<file path="config.mk">
export PLATFORM = sky130hd
export DESIGN_NAME = hazard_ctrl_flat
export DESIGN_NICKNAME = d
export VERILOG_FILES = /design/src/rtl/aurora_pkg.sv /design/src/rtl/hazard_ctrl_if.sv /design/src/rtl/sat_counter.sv /design/src/rtl/hazard_ctrl.sv /design/src/flat_wrapper.sv
export SDC_FILE = /design/constraint.sdc
export NUM_CORES = 1
export LEC_CHECK = 0
export ABC_CLOCK_PERIOD_IN_PS = 2300
export CORE_ASPECT_RATIO = 1.4
export CORE_UTILIZATION = 45
export CTS_BUF_LIST = sky130_fd_sc_hd__clkbuf_16
export CTS_CLUSTER_DIAMETER = 50
export DETAILED_ROUTE_END_ITERATION = 8
export GPL_ROUTABILITY_DRIVEN = 1
export GPL_TIMING_DRIVEN = 0
export PLACE_DENSITY_LB_ADDON = 0.08
export SETUP_SLACK_MARGIN = 0.2
export SYNTH_ARGS = -nofsm -noshare
export SYNTH_HDL_FRONTEND = slang
export SYNTH_SLANG_ARGS = --single-unit
</file>
<file path="constraint.sdc">
create_clock -name CLK -period 2.3 [get_ports CLK]
set_input_delay 0.46 -clock CLK [delete_from_list [all_inputs] [get_ports CLK]]
set_output_delay 0.46 -clock CLK [all_outputs]
set_load 0.02 [all_outputs]
</file>
<file path="src/rtl/aurora_pkg.sv">
// aurora_pkg: shared widths and FSM state type for the hazard controller
package aurora_pkg;
  localparam int PC_W = 8;
  localparam int REG_IDX_W = 5;
  typedef enum logic {RUN, LOAD_STALL} hz_state_t;
endpackage

</file>
<file path="src/rtl/hazard_ctrl_if.sv">
// hazard_ctrl_if: decode/execute sideband in, front-end control and perf counters out
interface hazard_ctrl_if #(parameter int CNT_W = 16);
  import aurora_pkg::*;
  logic [REG_IDX_W-1:0] id_rs1, id_rs2, ex_WReg1;
  logic id_use_rs1, id_use_rs2, ex_WRegEn, ex_mem_to_reg;
  logic ex_jal, ex_jalr, ex_br, ex_br_taken, cnt_clr;
  logic [PC_W-1:0] ex_target, pc_target;
  logic pc_stall, ifid_stall, ifid_flush, idex_bubble, pc_redirect, busy;
  logic [CNT_W-1:0] stall_count, flush_count;
  modport master (
    output id_rs1, id_rs2, id_use_rs1, id_use_rs2, ex_WRegEn, ex_mem_to_reg, ex_WReg1,
           ex_jal, ex_jalr, ex_br, ex_br_taken, ex_target, cnt_clr,
    input  pc_stall, ifid_stall, ifid_flush, idex_bubble, pc_redirect, pc_target, busy,
           stall_count, flush_count
  );
  modport slave (
    input  id_rs1, id_rs2, id_use_rs1, id_use_rs2, ex_WRegEn, ex_mem_to_reg, ex_WReg1,
           ex_jal, ex_jalr, ex_br, ex_br_taken, ex_target, cnt_clr,
    output pc_stall, ifid_stall, ifid_flush, idex_bubble, pc_redirect, pc_target, busy,
           stall_count, flush_count
  );
endinterface

</file>
<file path="src/rtl/sat_counter.sv">
// sat_counter: event counter that sticks at all-ones; clear beats increment
module sat_counter #(parameter int W = 16) (
  input  logic         CLK,
  input  logic         RST_N,
  input  logic         clr,
  input  logic         inc,
  output logic [W-1:0] q
);
  always_ff @(posedge CLK or negedge RST_N)
    if (!RST_N) q <= '0;
    else if (clr) q <= '0;
    else if (inc && q != '1) q <= q + 1'b1;
endmodule

</file>
<file path="src/rtl/hazard_ctrl.sv">
// hazard_ctrl: load-use stall and control-transfer redirect/flush for the front end
module hazard_ctrl import aurora_pkg::*; #(
  parameter int STALL_CYCLES = 1,
  parameter int CNT_W = 16
) (
  input logic CLK,
  input logic RST_N,
  hazard_ctrl_if.slave bus
);
  hz_state_t r_state;
  logic [3:0] r_remain;
  logic w_hazard, w_redirect, w_stall;
  logic [CNT_W-1:0] w_stall_count, w_flush_count;
  assign w_hazard = bus.ex_mem_to_reg && bus.ex_WRegEn && bus.ex_WReg1 != '0 &&
                    ((bus.id_use_rs1 && bus.id_rs1 == bus.ex_WReg1) ||
                     (bus.id_use_rs2 && bus.id_rs2 == bus.ex_WReg1));
  assign w_redirect = bus.ex_jal || bus.ex_jalr || (bus.ex_br && bus.ex_br_taken);
  // the decode instruction is wrong-path on a redirect, so its stall is moot
  assign w_stall = !w_redirect && (r_state == LOAD_STALL || w_hazard);
  assign bus.pc_stall = w_stall;
  assign bus.ifid_stall = w_stall;
  assign bus.ifid_flush = w_redirect;
  assign bus.idex_bubble = w_stall || w_redirect;
  assign bus.pc_redirect = w_redirect;
  assign bus.pc_target = w_redirect ? bus.ex_target : '0;
  assign bus.busy = r_state == LOAD_STALL;
  assign bus.stall_count = w_stall_count;
  assign bus.flush_count = w_flush_count;
  always_ff @(posedge CLK or negedge RST_N)
    if (!RST_N) begin
      r_state <= RUN;
      r_remain <= '0;
    end else if (w_redirect) begin
      r_state <= RUN;
      r_remain <= '0;
    end else if (r_state == LOAD_STALL) begin
      r_remain <= r_remain - 4'd1;
      r_state <= r_remain == 4'd1 ? RUN : LOAD_STALL;
    end else if (w_hazard && STALL_CYCLES > 1) begin
      r_state <= LOAD_STALL;
      r_remain <= 4'(STALL_CYCLES - 1);
    end
  sat_counter #(.W(CNT_W)) u_stall_cnt (
    .CLK(CLK), .RST_N(RST_N), .clr(bus.cnt_clr), .inc(w_stall), .q(w_stall_count)
  );
  sat_counter #(.W(CNT_W)) u_flush_cnt (
    .CLK(CLK), .RST_N(RST_N), .clr(bus.cnt_clr), .inc(w_redirect), .q(w_flush_count)
  );
endmodule

</file>
<file path="src/flat_wrapper.sv">
// flat-port wrapper written by rule: the top's interface ports become plain ports
module hazard_ctrl_flat import aurora_pkg::*;
#(
  parameter int STALL_CYCLES = 1,
  parameter int CNT_W = 16
)
  (CLK, RST_N, bus_id_rs1, bus_id_rs2, bus_id_use_rs1, bus_id_use_rs2, bus_ex_WRegEn, bus_ex_mem_to_reg, bus_ex_WReg1, bus_ex_jal, bus_ex_jalr, bus_ex_br, bus_ex_br_taken, bus_ex_target, bus_cnt_clr, bus_pc_stall, bus_ifid_stall, bus_ifid_flush, bus_idex_bubble, bus_pc_redirect, bus_pc_target, bus_busy, bus_stall_count, bus_flush_count);
  hazard_ctrl_if #(.CNT_W(CNT_W)) bus_i ();
  input logic CLK;
  input logic RST_N;
  input wire logic [$bits(bus_i.id_rs1)-1:0] bus_id_rs1;
  input wire logic [$bits(bus_i.id_rs2)-1:0] bus_id_rs2;
  input wire logic [$bits(bus_i.id_use_rs1)-1:0] bus_id_use_rs1;
  input wire logic [$bits(bus_i.id_use_rs2)-1:0] bus_id_use_rs2;
  input wire logic [$bits(bus_i.ex_WRegEn)-1:0] bus_ex_WRegEn;
  input wire logic [$bits(bus_i.ex_mem_to_reg)-1:0] bus_ex_mem_to_reg;
  input wire logic [$bits(bus_i.ex_WReg1)-1:0] bus_ex_WReg1;
  input wire logic [$bits(bus_i.ex_jal)-1:0] bus_ex_jal;
  input wire logic [$bits(bus_i.ex_jalr)-1:0] bus_ex_jalr;
  input wire logic [$bits(bus_i.ex_br)-1:0] bus_ex_br;
  input wire logic [$bits(bus_i.ex_br_taken)-1:0] bus_ex_br_taken;
  input wire logic [$bits(bus_i.ex_target)-1:0] bus_ex_target;
  input wire logic [$bits(bus_i.cnt_clr)-1:0] bus_cnt_clr;
  output wire logic [$bits(bus_i.pc_stall)-1:0] bus_pc_stall;
  output wire logic [$bits(bus_i.ifid_stall)-1:0] bus_ifid_stall;
  output wire logic [$bits(bus_i.ifid_flush)-1:0] bus_ifid_flush;
  output wire logic [$bits(bus_i.idex_bubble)-1:0] bus_idex_bubble;
  output wire logic [$bits(bus_i.pc_redirect)-1:0] bus_pc_redirect;
  output wire logic [$bits(bus_i.pc_target)-1:0] bus_pc_target;
  output wire logic [$bits(bus_i.busy)-1:0] bus_busy;
  output wire logic [$bits(bus_i.stall_count)-1:0] bus_stall_count;
  output wire logic [$bits(bus_i.flush_count)-1:0] bus_flush_count;
  assign bus_i.id_rs1 = bus_id_rs1;
  assign bus_i.id_rs2 = bus_id_rs2;
  assign bus_i.id_use_rs1 = bus_id_use_rs1;
  assign bus_i.id_use_rs2 = bus_id_use_rs2;
  assign bus_i.ex_WRegEn = bus_ex_WRegEn;
  assign bus_i.ex_mem_to_reg = bus_ex_mem_to_reg;
  assign bus_i.ex_WReg1 = bus_ex_WReg1;
  assign bus_i.ex_jal = bus_ex_jal;
  assign bus_i.ex_jalr = bus_ex_jalr;
  assign bus_i.ex_br = bus_ex_br;
  assign bus_i.ex_br_taken = bus_ex_br_taken;
  assign bus_i.ex_target = bus_ex_target;
  assign bus_i.cnt_clr = bus_cnt_clr;
  assign bus_pc_stall = bus_i.pc_stall;
  assign bus_ifid_stall = bus_i.ifid_stall;
  assign bus_ifid_flush = bus_i.ifid_flush;
  assign bus_idex_bubble = bus_i.idex_bubble;
  assign bus_pc_redirect = bus_i.pc_redirect;
  assign bus_pc_target = bus_i.pc_target;
  assign bus_busy = bus_i.busy;
  assign bus_stall_count = bus_i.stall_count;
  assign bus_flush_count = bus_i.flush_count;
  hazard_ctrl #(.STALL_CYCLES(STALL_CYCLES), .CNT_W(CNT_W)) u_core (.CLK(CLK), .RST_N(RST_N), .bus(bus_i));
endmodule
</file>
==> Yosys cells after proc, flatten, opt, wreduce, memory -nomap -nowiden <==
Index checks and enable logic that the tools add are counted.
Widths: inputs -> output; s select.
{ "word_totals": {"regBits": 37, "elab_cells": 41} }
{ "classes": {"n_eq_ne": 5, "n_reduce_logical": 19, "mux": 10, "addsub": 3} }
{ "op_table": {"columns": ["operator", "n"], "rows": [
  ["$mux 16", 4],
  ["$add 16x1->16 const B", 2],
  ["$ne 16x16->1 const B", 2],
  ["$eq 5x5->1", 2],
  ["$logic_and 1x1->1", 9],
  ["$mux 4", 2],
  ["$mux 8", 1],
  ["$reduce_bool 2->1", 3],
  ["$logic_or 1x1->1", 5],
  ["$reduce_bool 5->1", 1],
  ["$eq 4x1->1 const B", 1],
  ["$sub 4x1->4 const B", 1],
  ["$mux 1", 3],
  ["$logic_not 1->1", 1]
]} }

==> Depth between registers and ports, before layout <==
{ "depth": {"word_depth": 9, "mapped_depth": 10, "ltp_nobuf": 7} }

==> Hierarchy <==
Synthesis repeated with hierarchy kept, for this count alone.
{ "hier_totals": {"cells_unflattened": 254, "hier_area_um2": 2377.3} }
{ "by_module_without_submodules": {"columns": ["mod", "instances", "cells_per_inst", "area_each_um2"], "rows": [
  ["sat_counter", 2, 98, 942.2],
  ["hazard_ctrl", 1, 58, 493.0]
]} }

==> Worst setup path before layout <==
Ideal clock, no wire load.
{ "synth_timing": {"kind": "input to output", "startpoint": "in bus_ex_br", "endpoint": "out bus_pc_stall", "setup_slack_ns": 0.042, "path_buffers": 2, "arrival_time_ns": 1.798, "stages": 5, "cell_sequence": "a211oi_4 > inv_1 > clkbuf_1 > nor2_1 > buf_4"} }
{ "synth_via": {"elab_chain_cells": 4} }
{ "synth_rtl": {"columns": ["item", "line_no", "source"], "rows": [
  ["start, declared", "flat_wrapper.sv:20", "input wire logic [$bits(bus_i.ex_br)-1:0] bus_ex_br;"],
  ["$logic_and 1x1->1", "hazard_ctrl.sv:17", "assign w_redirect = bus.ex_jal || bus.ex_jalr || (bus.ex_br && bus.ex_br_taken);"],
  ["$logic_or 1x1->1", "hazard_ctrl.sv:17", null],
  ["named net bus_ifid_flush", "flat_wrapper.sv:26", "output wire logic [$bits(bus_i.ifid_flush)-1:0] bus_ifid_flush;"],
  ["$logic_not 1->1", "hazard_ctrl.sv:19", "assign w_stall = !w_redirect && (r_state == LOAD_STALL || w_hazard);"],
  ["$logic_and 1x1->1", "hazard_ctrl.sv:19", null],
  ["end, declared", "flat_wrapper.sv:24", "output wire logic [$bits(bus_i.pc_stall)-1:0] bus_pc_stall;"]
]} }
The timed path passes the listed nets, and every way through them passes these cells.

==> Final worst setup path <==
{ "layout_timing": {"startpoint": "in bus_ex_WReg1[0]", "endpoint": "out bus_pc_stall"} }
{ "layout_via": {"elab_chain_cells": 6, "elab_cells_between_ends": 10, "classes_between": "2 x eq/ne; 8 x reduce/logical"} }
{ "layout_rtl": {"columns": ["item", "line_no", "source"], "rows": [
  ["start, declared", "flat_wrapper.sv:17", "input wire logic [$bits(bus_i.ex_WReg1)-1:0] bus_ex_WReg1;"],
  ["$eq 5x5->1 (on tied branches)", "hazard_ctrl.sv:15, hazard_ctrl.sv:16", null],
  ["$logic_and 1x1->1 (on tied branches)", "hazard_ctrl.sv:15, hazard_ctrl.sv:16", null],
  ["$logic_or 1x1->1", "hazard_ctrl.sv:15", "((bus.id_use_rs1 && bus.id_rs1 == bus.ex_WReg1) ||"],
  ["$logic_and 1x1->1 (*)", "hazard_ctrl.sv:14", "assign w_hazard = bus.ex_mem_to_reg && bus.ex_WRegEn && bus.ex_WReg1 != '0 &&"],
  ["$logic_or 1x1->1 (*)", "hazard_ctrl.sv:19", null],
  ["$logic_and 1x1->1 (*)", "hazard_ctrl.sv:19", null]
]} }
Mark *: on every way between the ends. The rest lies on a longest branch, timed or not.

==> run summary <==
The remaining global-route overflow is 0. The via count of the first global-routing pass was 2171; the chip width was 60.7 um. The sequential-to-total area share from yosys stat came out at 42.7%.

Clock-pin slew was measured on the worst setup and hold paths at 60 ps. Leaving out fill and tap cells, the most frequent cell in the layout is clkdlybuf4s50_1. The most common flop cell mapped by yosys is dfrtp_1.

Fraction of registers with async set/reset: 100%. After detailed routing, the total wire length is 5.76 mm. The maximum ir drop on the vdd rail came out at 0.643 mV.

The tools report the DRC violation total after the first TritonRoute iteration as 68. The worst hold-check slack is 268 ps, and the count of port buffers added during placement is 79. For the count of hold buffers inserted by post-cts repair, the log shows 0. At the end of routability-driven placement, the weighted congestion stood at 0.783.

In this run the worst path has a maximum fanout of 3. The total I/O pin count was 80; the critical path data arrival time was 1740 ps. The switching power was 0.380 mW.

The top cell types in the final layout, fill and taps aside, are 47 x clkdlybuf4s50_1, 33 x dfrtp_1, 24 x nor2_1. The repair_antennas step left the layout with diodes totalling 0. The run finished with clean final reports.

For this configuration, the core starts out at a cell density of 47.4%. The global-route usage over all layers is 24.2%, and the count of cell types in the netlist is 38. The kind of cell with the highest combined delay along the critical path is compound AO/OA/AOI/OAI gates.

The run gives 0 as the number of antenna-violating nets in the routed design. TritonCTS built the clock tree. The largest single stage delay on the critical path is 380 ps.

The total of fill cells in the finished design was 349. Counting every sink on the clock net gives 37. Max capacitance violation total: 0.

Setup violations remaining at the end of the flow were counted as 0. The maximum number of pins on one net before global-route repair was 38; the critical path data required time was 1840 ps. After detailed routing, the number of remaining DRC violations is 0.

The time the worst path needs with I/O delays and setup is 2200 ps. The worst min-delay path category is in -> async. Walking the worst path, the cells encountered are buf_8 -> or3_4 -> o311a_4 -> a21oi_4 -> nor2_4 -> buf_6 -> buf_6. Dividing total power by cell area gives a power density of 483 mW/mm2. Dividing the synthesized area by the synthesized cell count gives 9.43 um2. Sequential cells account for 40.3% of the total power.

The finished cells cover 0.00342 mm2. The share of total power dissipated in combinational logic is 12.8%. The first global-routing pass estimated 9.54 mm of wire. The area inside the core boundary was 0.00457 mm2. For this design, the slowest cell found on the critical path is or3_4. In this run the cell area measured after placement is 0.00306 mm2.

The flip-flop and latch count after synthesis is 37, and the per-cell via count in the routed design is 5.39. Setup repair after global routing could not meet its margin everywhere. In this run the static leakage power is 1.34 nW. From synthesis to final layout, the design area changed by 57.8%. In this run the tightest slew margin relative to its limit is 45.5%. Counting both buffers and inverters, the worst setup path holds a total of 3. Clock root buffer: clkbuf_16.

The clock network accounts for 46.9% of the total power. Timing would allow up to 455 MHz. For this run, the post-layout net count is 369. The logs give 0 for the final number of max-transition violations and 4.01 mm for the final HPWL from detailed placement. Critical path launch point type: a primary input. The overall power consumption is 1.65 mW, and the count of final hold-check violations is 0. The overall die area was 0.00510 mm2. Of the cells placed in the final design, the portion with a size suffix greater than 1 is 24.1%. In this run switching power makes up 23.0% of total power. The synthesized design contains 0 enable-type register cells.

Total number of H-tree levels: 2. The net count after synthesis came out at 268. The average wire per cell in the routed design came out at 14.6 um. The clock skew after layout was 8.60 ps; the number of buffers on the longest clock path was 2. TritonCTS created 5 clock buffers. Across all layers, the routed design uses 2125 vias.

The cell count after synthesis came out at 230. In this run the cell area of the synthesized design comes to 0.00217 mm2. The internal power contribution was 1.27 mW. The final critical-path share of the clock period is 95.5%. For this run, the detailed router's first-pass iteration total came to 6. At the pin with the least slew margin, the transition time is 818 ps. The most prevalent standard cell on the critical path is buf_6.

The critical path capture point type is a primary output. In this run the vertical extent of the chip is 84.1 um. The startpoint-to-endpoint class of the critical path is in -> out.

For the number of warnings reported in the yosys synthesis log, the log shows 0. The floorplan has 29 rows. The initial antenna violation count came out at 0. At the later pin of the worst-skew pair, clock insertion delay measures 280 ps.
==> per-layer routing <==
layer / vias to the layer above / routed length, um / track usage, %
met3: 9 / 359 / 4.31
met2: 53 / 3010 / 43.1
met5: - / 0 / 0
met4: 0 / 87 / 8.88
met1: 1041 / 2300 / 27.9
li1: 1022 / - / -
==> cell type report <==
cell class / instances / area [um2] / area share [%]
Multi-Input combinational cell: 177 / 1270 / 37.2
Sequential cell: 37 / 931 / 27.2
Timing Repair Buffer: 94 / 853 / 24.9
Clock buffer: 5 / 125 / 3.66
Buffer: 9 / 95.1 / 2.78
Tap cell: 62 / 77.6 / 2.27
Clock inverter: 3 / 41.3 / 1.21
Inverter: 7 / 26.3 / 0.768
==> synth_stat cells, types with 4 or more instances <==
cell type,n,area (um2)
nand2_1,16,60.1
inv_1,7,26.3
nor2_1,25,93.8
o21ai_1,9,45.0
or4_1,4,30.0
nor3_1,5,25.0
nand3_1,11,55.1
o31ai_1,4,30.0
dfrtp_1,37,926
and2_1,9,56.3
ha_1,4,50.1
xor2_1,10,87.6
or3_2,9,67.6
or3_1,5,31.3
xnor2_1,17,149
clkbuf_1,4,15.0
a21oi_1,12,60.1
nand4_1,10,62.6
==> power by group through the flow <==
stage          logic (mW)  registers (mW)  clock network (mW)
5_1_grt             0.230           0.667               0.812
6_report            0.212           0.666               0.775
3_3_place_gp        0.203           0.677                   0
3_5_place_dp        0.205           0.677                   0
2_1_floorplan      0.0742           0.683                   0
4_1_cts             0.203           0.666               0.789
==> metrics by stage <==
step / cells / setup WS [ps] / util (%) / TNS [ps]
after floorplan: 230 / 211 / - / 0
after global placement: 371 / -837 / 67.0 / -17690
after detailed placement: 371 / -845 / 66.9 / -13220
after global routing: 394 / 34.7 / 74.8 / 0
final: 394 / 103 / 74.8 / 0
after CTS: 390 / 51.3 / 72.6 / 0
==> timing repair <==
item	4_1_cts	5_1_grt
setup buffers	11	4
setup endpoints to repair	28	15
resized for setup	85	19
cloned	0	0
pin swaps	16	20
==> cell families (layout without fill, tap and decap cells) <==
logic type	Yosys count	after routing	synth area share, %
and+or+nand+nor	103	103	25.4
xor gates and xnor gates	27	27	10.9
AOI/OAI and AO/OA	40	40	12.3
buffers and inverters	16	118	4.96
adders and majority gates	4	4	2.31
muxes	3	3	1.38
DFF	37	37	42.7
==> final timing paths <==
kind                                         start                       end  slack [ps]  cells past startpoint
min in group CLK                u_core.r_remain[3]        u_core.r_remain[3]         550                      2
min                                          RST_N  u_core.u_stall_cnt.q[11]         270                      1
max reg2reg                u_core.u_stall_cnt.q[4]   u_core.u_stall_cnt.q[1]         240                      9
max in group asynchronous                    RST_N   u_core.u_stall_cnt.q[0]        1460                      1
min reg2reg                     u_core.r_remain[3]        u_core.r_remain[3]         550                      2
max                                bus_ex_WReg1[0]              bus_pc_stall         100                      7
==> registers in the layout, indices dropped and copies added, names as in the netlist <==
signal	count
u_core.bus.busy	1
u_core.r_remain	4
u_core.u_flush_cnt.q	16
u_core.u_stall_cnt.q	16
Note: power is estimated with default switching activity, not from simulation.
